### src/rtl/irq_sequencer.sv
// ============================================================================
// Module   : irq_sequencer
// Brief    : Four-channel edge-detecting interrupt sequencer with mask, fixed
//            priority (ch0 highest), irq/vec/ack handshake and irq timeout.
// Revision : 1.0 - initial release
// ============================================================================
`default_nettype none

module irq_sequencer #(
  parameter int TIMEOUT = 15,
  parameter int TW      = 4
) (
  input  logic       clk,
  input  logic       rst_n,
  input  logic [0:3] req,
  input  logic [0:3] mask,
  input  logic       ack,
  input  logic       clr_miss,
  output logic [0:3] pend,
  output logic       irq,
  output logic [0:1] vec,
  output logic [0:3] miss,
  output logic       tmo
);

  localparam logic [1:0]    c_S_IDLE   = 2'd0;
  localparam logic [1:0]    c_S_ASSERT = 2'd1;
  localparam logic [1:0]    c_S_GAP    = 2'd2;
  localparam bit            c_TMO_EN   = (TIMEOUT != 0);
  localparam logic [TW-1:0] c_TMO_LAST = TW'((TIMEOUT == 0) ? 0 : TIMEOUT - 1);

  logic [1:0]    state_q, state_d;
  logic [0:3]    req_q;
  logic [0:3]    pend_q, pend_d;
  logic [0:3]    miss_q, miss_d;
  logic [0:1]    vec_q, vec_d;
  logic [TW-1:0] cnt_q, cnt_d;
  logic          tmo_q, tmo_d;

  logic [0:3]    w_rise;
  logic [0:3]    w_elig;
  logic [0:3]    w_clr;
  logic [0:1]    w_sel;
  logic          w_ack_acc;
  logic          w_tmo_hit;

  assign w_rise    = req & ~req_q;
  assign w_elig    = pend_q & ~mask;
  assign w_ack_acc = (state_q == c_S_ASSERT) && ack;
  assign w_tmo_hit = c_TMO_EN && (cnt_q == c_TMO_LAST);

  // Descending scan so the lowest eligible index is the one left in w_sel.
  always_comb begin
    w_sel = 2'b00;
    for (int i = 3; i >= 0; i--) begin
      if (w_elig[i]) w_sel = 2'(i);
    end
  end

  always_comb begin
    w_clr = 4'b0000;
    if (w_ack_acc) w_clr[vec_q] = 1'b1;
  end

  // A rise re-sets pend even on the clearing edge, and only counts as a miss
  // when the pending bit would otherwise have survived.
  always_comb begin
    pend_d = (pend_q & ~w_clr) | w_rise;
    miss_d = (clr_miss ? 4'b0000 : miss_q) | (w_rise & pend_q & ~w_clr);
  end

  always_ff @(posedge clk or negedge rst_n) begin
    if (!rst_n) begin
      state_q <= c_S_IDLE;
      req_q   <= 4'b0000;
      pend_q  <= 4'b0000;
      miss_q  <= 4'b0000;
      vec_q   <= 2'b00;
      cnt_q   <= '0;
      tmo_q   <= 1'b0;
    end else begin
      state_q <= state_d;
      req_q   <= req;
      pend_q  <= pend_d;
      miss_q  <= miss_d;
      vec_q   <= vec_d;
      cnt_q   <= cnt_d;
      tmo_q   <= tmo_d;
    end
  end

  always_comb begin
    state_d = state_q;
    vec_d   = vec_q;
    cnt_d   = cnt_q;
    tmo_d   = 1'b0;
    case (state_q)
      c_S_IDLE: begin
        if (w_elig != 4'b0000) begin
          state_d = c_S_ASSERT;
          vec_d   = w_sel;
          cnt_d   = '0;
        end
      end
      c_S_ASSERT: begin
        if (ack) begin
          state_d = c_S_GAP;
        end else if (w_tmo_hit) begin
          state_d = c_S_GAP;
          tmo_d   = 1'b1;
        end else begin
          cnt_d = cnt_q + TW'(1);
        end
      end
      c_S_GAP:  state_d = c_S_IDLE;
      default:  state_d = c_S_IDLE;
    endcase
  end

  always_comb begin
    irq  = (state_q == c_S_ASSERT);
    vec  = vec_q;
    pend = pend_q;
    miss = miss_q;
    tmo  = tmo_q;
  end

endmodule

`default_nettype wire
### config.mk
export PLATFORM = sky130hd
export DESIGN_NAME = irq_sequencer
export DESIGN_NICKNAME = d
export VERILOG_FILES = /design/src/rtl/irq_sequencer.sv
export SDC_FILE = /design/constraint.sdc
export NUM_CORES = 1
export LEC_CHECK = 0
export ABC_CLOCK_PERIOD_IN_PS = 2300
export CAP_MARGIN = 25
export CORE_ASPECT_RATIO = 0.7
export CORE_UTILIZATION = 45
export CTS_BUF_LIST = sky130_fd_sc_hd__clkbuf_16
export CTS_CLUSTER_SIZE = 12
export DETAILED_ROUTE_END_ITERATION = 8
export GPL_ROUTABILITY_DRIVEN = 0
export PLACE_DENSITY = 0.83
export SYNTH_ARGS = -nofsm -noshare
export SYNTH_HDL_FRONTEND = slang
export SYNTH_SLANG_ARGS = --single-unit
### constraint.sdc
create_clock -name clk -period 2.3 [get_ports clk]
set_input_delay 0.69 -clock clk [delete_from_list [all_inputs] [get_ports clk]]
set_output_delay 0.69 -clock clk [all_outputs]
set_load 0.1 [all_outputs]
Word level (Yosys, flattened, before mapping):

Index checks and enable logic that the tools add are counted.

* flip-flop bits (word level): 21
* output and inout bits: 12
* bits of input ports: 12
* logic and storage cells: 54

* add/subtract/negate cells: 1
* reduce and logical (&&, ||, !) cells: 8
* multiplexer cells: 19
* order comparisons: 2
* bitwise gates (word level): 11
* equal/unequal tests: 6

Operators by type and width (count)
* $and A4 B4 Y4: 5
* $mux W4: 5
* $mux W2: 7
* $not A4 Y4: 3
* $or A4 B4 Y4: 2
* $pmux W4 S2: 1
* $ne A2 B2 Y1 const B: 3
* $add A4 B1 Y4 const B: 1
* $eq A4 B4 Y1 const B: 1
* $mux W1: 4
* $pmux W2 S2: 1
* $reduce_and A2 Y1: 2
* $reduce_and A4 Y1: 1
* $reduce_bool A4 Y1: 1
* $ge A3 B3 Y1 const B: 1
* $lt A3 B1 Y1 const B: 1
* $ne A3 B2 Y1 const B: 1
* $not A2 Y3: 1
* $demux W1 S2: 1
* $eq A2 B1 Y1 const B: 1
* $logic_and A1 B1 Y1: 2
* $logic_not A2 Y1: 1
* $reduce_bool A2 Y1: 1

Longest topological paths before layout:

* depth after elaboration: 9
* mapped depth: 6

Worst setup path after synthesis:

No wires, ideal clock.

* kind: register to register
* start: reg state_q[1]
* end: reg cnt_q[1]
* cell stages (with the launch flop): 7
* setup time: 125 ps
* period minus slack after synthesis: 2159 ps
* setup slack: 141 ps
* data arrival time: 2034 ps
* cells stage by stage: dfrtp_1 nand2b_1 buf_2 inv_1 nand3_1 nand2_4 mux2_4

* cells in the longest elaborated chain, start to end: 3

RTL lines
* from (decl): line 32 `logic [1:0] state_q, state_d;`
* from (signal assigned): line 74 `state_q <= c_S_IDLE;`
* from (signal assigned): line 82 `state_q <= state_d;`
* $eq A2 B1 Y1 *
* net irq: line 20 `output logic irq,`
* $ne A2 B2 Y1 (no source line) or $reduce_bool A2 Y1 (tied branches)
* $reduce_and A4 Y1 (no source line)
* to (signal assigned): line 87 `cnt_q <= cnt_d;`
* to (decl): line 37 `logic [TW-1:0] cnt_q, cnt_d;`

The timed path passes the listed nets; every way through them passes the cells marked *.
A chain may end at the register's enable or synchronous reset.

Worst setup path in the final report:

* start: reg state_q[1]
* end: out irq

* cells in the longest elaborated chain, start to end: 1

RTL lines
* $eq A2 B1 Y1: line 121 `irq = (state_q == c_S_ASSERT);`
* to (decl): line 20

No other way between the ends.

==> parameters.txt <==
Parameter                              Value

Finish
  Antenna diodes ... 0
  Total Nets Final ... 125
  Layout overhead on the synthesized area ... 36.07%
  Share of cells above drive strength 1 ... 0.2091

STA
  Actual transition at the worst max-transition pin ... 0.4780 ns
  Final clock period utilization by the worst path ... 0.8857
  Clock tree skew after final layout ... 0.001424 ns
  Number of pins exceeding their max-slew limit in the final report ... 0
  Total count of hold-check failures in the final report ... 0
  Min Clock Period, post-route ... just over 2 ns
  Count of final setup violators ... 0
  Setup repair after global routing missed its margin ... no
  Worst Slack Setup Final ... ~0.26 ns
  Max-Slew Margin vs Limit ... 0.6772
  Sum of negative setup slack ... 0 ns
  Maximum achievable frequency ... roughly 500 MHz

Clocking
  Clock tree from TritonCTS ... done
  Clock buffer count from CTS ... 3
  Clock tree root driver cell ... clkbuf_16
  Clock latency reported for the late side of the worst-skew pair ... 0.25 ns
  Hold-fix buffers at CTS ... 0
  Count of buffers added by post-CTS timing repair for setup ... 0
  Clock slew at reported path FFs ... roughly 0.050 ns
  Sink Count ... 21
  Clock tree buffer depth ... 2
  Maximum level of the CTS H-tree ... 1
  Number of cells upsized or downsized after cts ... 0

Logic synthesis
  Area of the mapped netlist ... about 920 µm²
  Count of flip-flops with a built-in enable after synthesis ... 0
  Warning count from the yosys run ... 0
  Post-synth ARST share ... 1.000
  Proportion of synthesized chip area in sequential cells ... 0.5738
  Number of nets produced by synthesis ... 96
  Cell count after synthesis ... a little over 80
  Yosys reg bits ... 21
  Library cells used by synthesis ... 24
  Top_reg_cell synth ... dfrtp_1
  Avg Cell Area, Syn ... roughly 11 µm²

Setup path
  Endpoint kind of the worst setup timing path ... primary output
  Critical path required time ... 1.61 ns
  Arrival time of the worst setup path ... around 1.4 ns
  Crit Path Class ... reg2out
  Max FO, Critical Path ... 8
  Kind of start point of the critical path ... register

Power and ir drop
  P_int ... 982.0 µW
  Share of power burned in the clock network ... 0.182
  Worst VDD drop ... ~0.0015 V
  P_sw ... around 1000 µW
  Switching Share ... 0.5026
  Power share of the combinational group ... 0.540
  Pwr dens ... 1584 nW/µm²
  Sequential share of power ... 0.278
  Leakage power summed over all cells ... around 0.57 nW

Outcome
  Run status ... finished clean

Die
  Initial Util ... 0.4854
  Core area ... ~1900 µm²
  Die extent in y ... a little under 40 µm
  Site Rows ... 13
  I/O pins ... 24
  Die Footprint ... ~2200 µm²
  Horiz. Die Dim ... around 56 µm

Global route
  Total routing usage reported by global routing ... 0.1995
  Vias in the first global route ... roughly 660
  First-pass GRT wire length ... between 3000 and 4000 µm
  Initial antenna violation count ... 0
  Largest net degree at the start of global routing ... 22
  Gr ovfl total ... 0

Routing
  Detail-routed net length per standard cell ... 14.24 µm
  Total number of vias ... just under 700
  Initial DRC Count ... 30
  Antenna Violating Nets Remaining ... 0
  Number of optimization iterations in the first detailed-route pass ... 4
  WL final ... 1880 µm
  Post-route DRC ... 0
  Vias per Instance ... between 5 and 6

Job
  Reported max-cap violation count ... 0

Placement
  Detailed Place HPWL ... between 1000 and 1500 µm
  Worst setup slack after placement ... around 0.074 ns
  IO buf count ... 23

Hold path
  Path category of the worst min-delay check ... reg2reg
[power by group through the flow]
stage / clock [mW] / sequential, mW / combinational [mW]
detailed placement: 0 / 0.550 / 1.06
CTS: 0.365 / 0.548 / 1.07
global placement: 0 / 0.546 / 1.04
global route: 0.383 / 0.561 / 1.11
floorplan: 0 / 0.975 / 0.367
finish: 0.359 / 0.549 / 1.07
[worst max-delay path, stage by stage (launching register included)]
cell,delay (ns)
dfrtp_1,0.38
nand2b_1,0.27
inv_1,0.24
buf_12,0.21
[layout make-up]
class / count / area [µm²]
Sequential cell: 21 / 525.5
Inverter: 10 / 37.54
Clock inverter: 1 / 5.005
Fill cell: 145 / 640.6
Timing Repair Buffer: 25 / 227.7
Tap cell: 22 / 27.53
Clock buffer: 3 / 75.07
Multi-Input combinational cell: 50 / 347.8
[metrics by stage]
step           hold slack (ns)  power [mW]    util  instances  instance area, µm²
2_1_floorplan           0.3944       1.342       -         82               915.9
3_3_place_gp            0.4986       1.590  0.6180        128                1166
3_5_place_dp            0.5108       1.610  0.6180        128                1166
4_1_cts                 0.5200       1.979  0.6605        132                1246
5_1_grt                 0.5545       2.050  0.6605        132                1246
6_report                0.5228       1.974  0.6605        132                1246
[flip-flops by register name, indices dropped and copies added (netlist names)]
register,cells
req_q,4
state_q,2
tmo,1
cnt_q,4
vec,2
miss,4
pend,4
[synthesized netlist by cell type (2+ instances only)]
cell type | instances | area share
nand2b_1 | 5 | 0.034
o22ai_1 | 4 | 0.027
a21oi_1 | 4 | 0.022
dfrtp_1 | 21 | 0.57
inv_1 | 10 | 0.041
ha_1 | 2 | 0.027
nor2b_1 | 2 | 0.014
nand3_1 | 6 | 0.033
o21ai_0 | 4 | 0.022
nor2b_4 | 2 | 0.030
nand2_1 | 5 | 0.020
nor3_1 | 3 | 0.016
nor2_1 | 2 | 0.0082
o41ai_1 | 2 | 0.019
[placed cells by master (no fill, tap or decap), drive strengths merged]
cell type / instances
ha: 2
o21a: 1
a21oi: 4
buf: 14
nor2: 2
o2bb2ai: 1
o22ai: 4
o31ai: 1
nand3: 6
or2b: 1
mux2: 1
dfrtp: 21
o21ai: 5
clkbuf: 3
nor2b: 4
a22oi: 1
nand2b: 5
nor3: 3
clkdlybuf4s50: 11
o41ai: 3
nand2: 6
clkinv: 1
inv: 10
[routing by layer]
metal  global-route usage  vias up  wire, µm
met4              0.04878        0        12
met2               0.3373       28       853
met5                    0        -         0
met1               0.2376      328       885
li1                     -      338         -
met3              0.09241        2       128
[cell families (layout without fill, tap and decap cells)]
group,Yosys count,after routing,synth area share
buffers and inverters,11,39,0.04645
AO/OA/AOI/OAI,20,20,0.1598
multiplexers,1,1,0.01639
flip-flops,21,21,0.5738
adder cells (fa/ha/maj),2,2,0.02732
AND/OR/NAND/NOR,27,27,0.1762
[worst paths after layout]
kind / from / depth (start not counted) / to / slack (ns)
setup / recovery: state_q[1] / 3 / irq / 0.26
hold / removal: req_q[1] / 2 / pend[1] / 0.52
setup reg to reg: state_q[1] / 5 / cnt_q[1] / 0.59
hold reg to reg: req_q[1] / 2 / pend[1] / 0.52
max in group asynchronous: rst_n / 2 / req_q[0] / 1.31
min in group asynchronous: rst_n / 2 / tmo / 0.78
No activity file was read; power rests on OpenSTA's default activity.
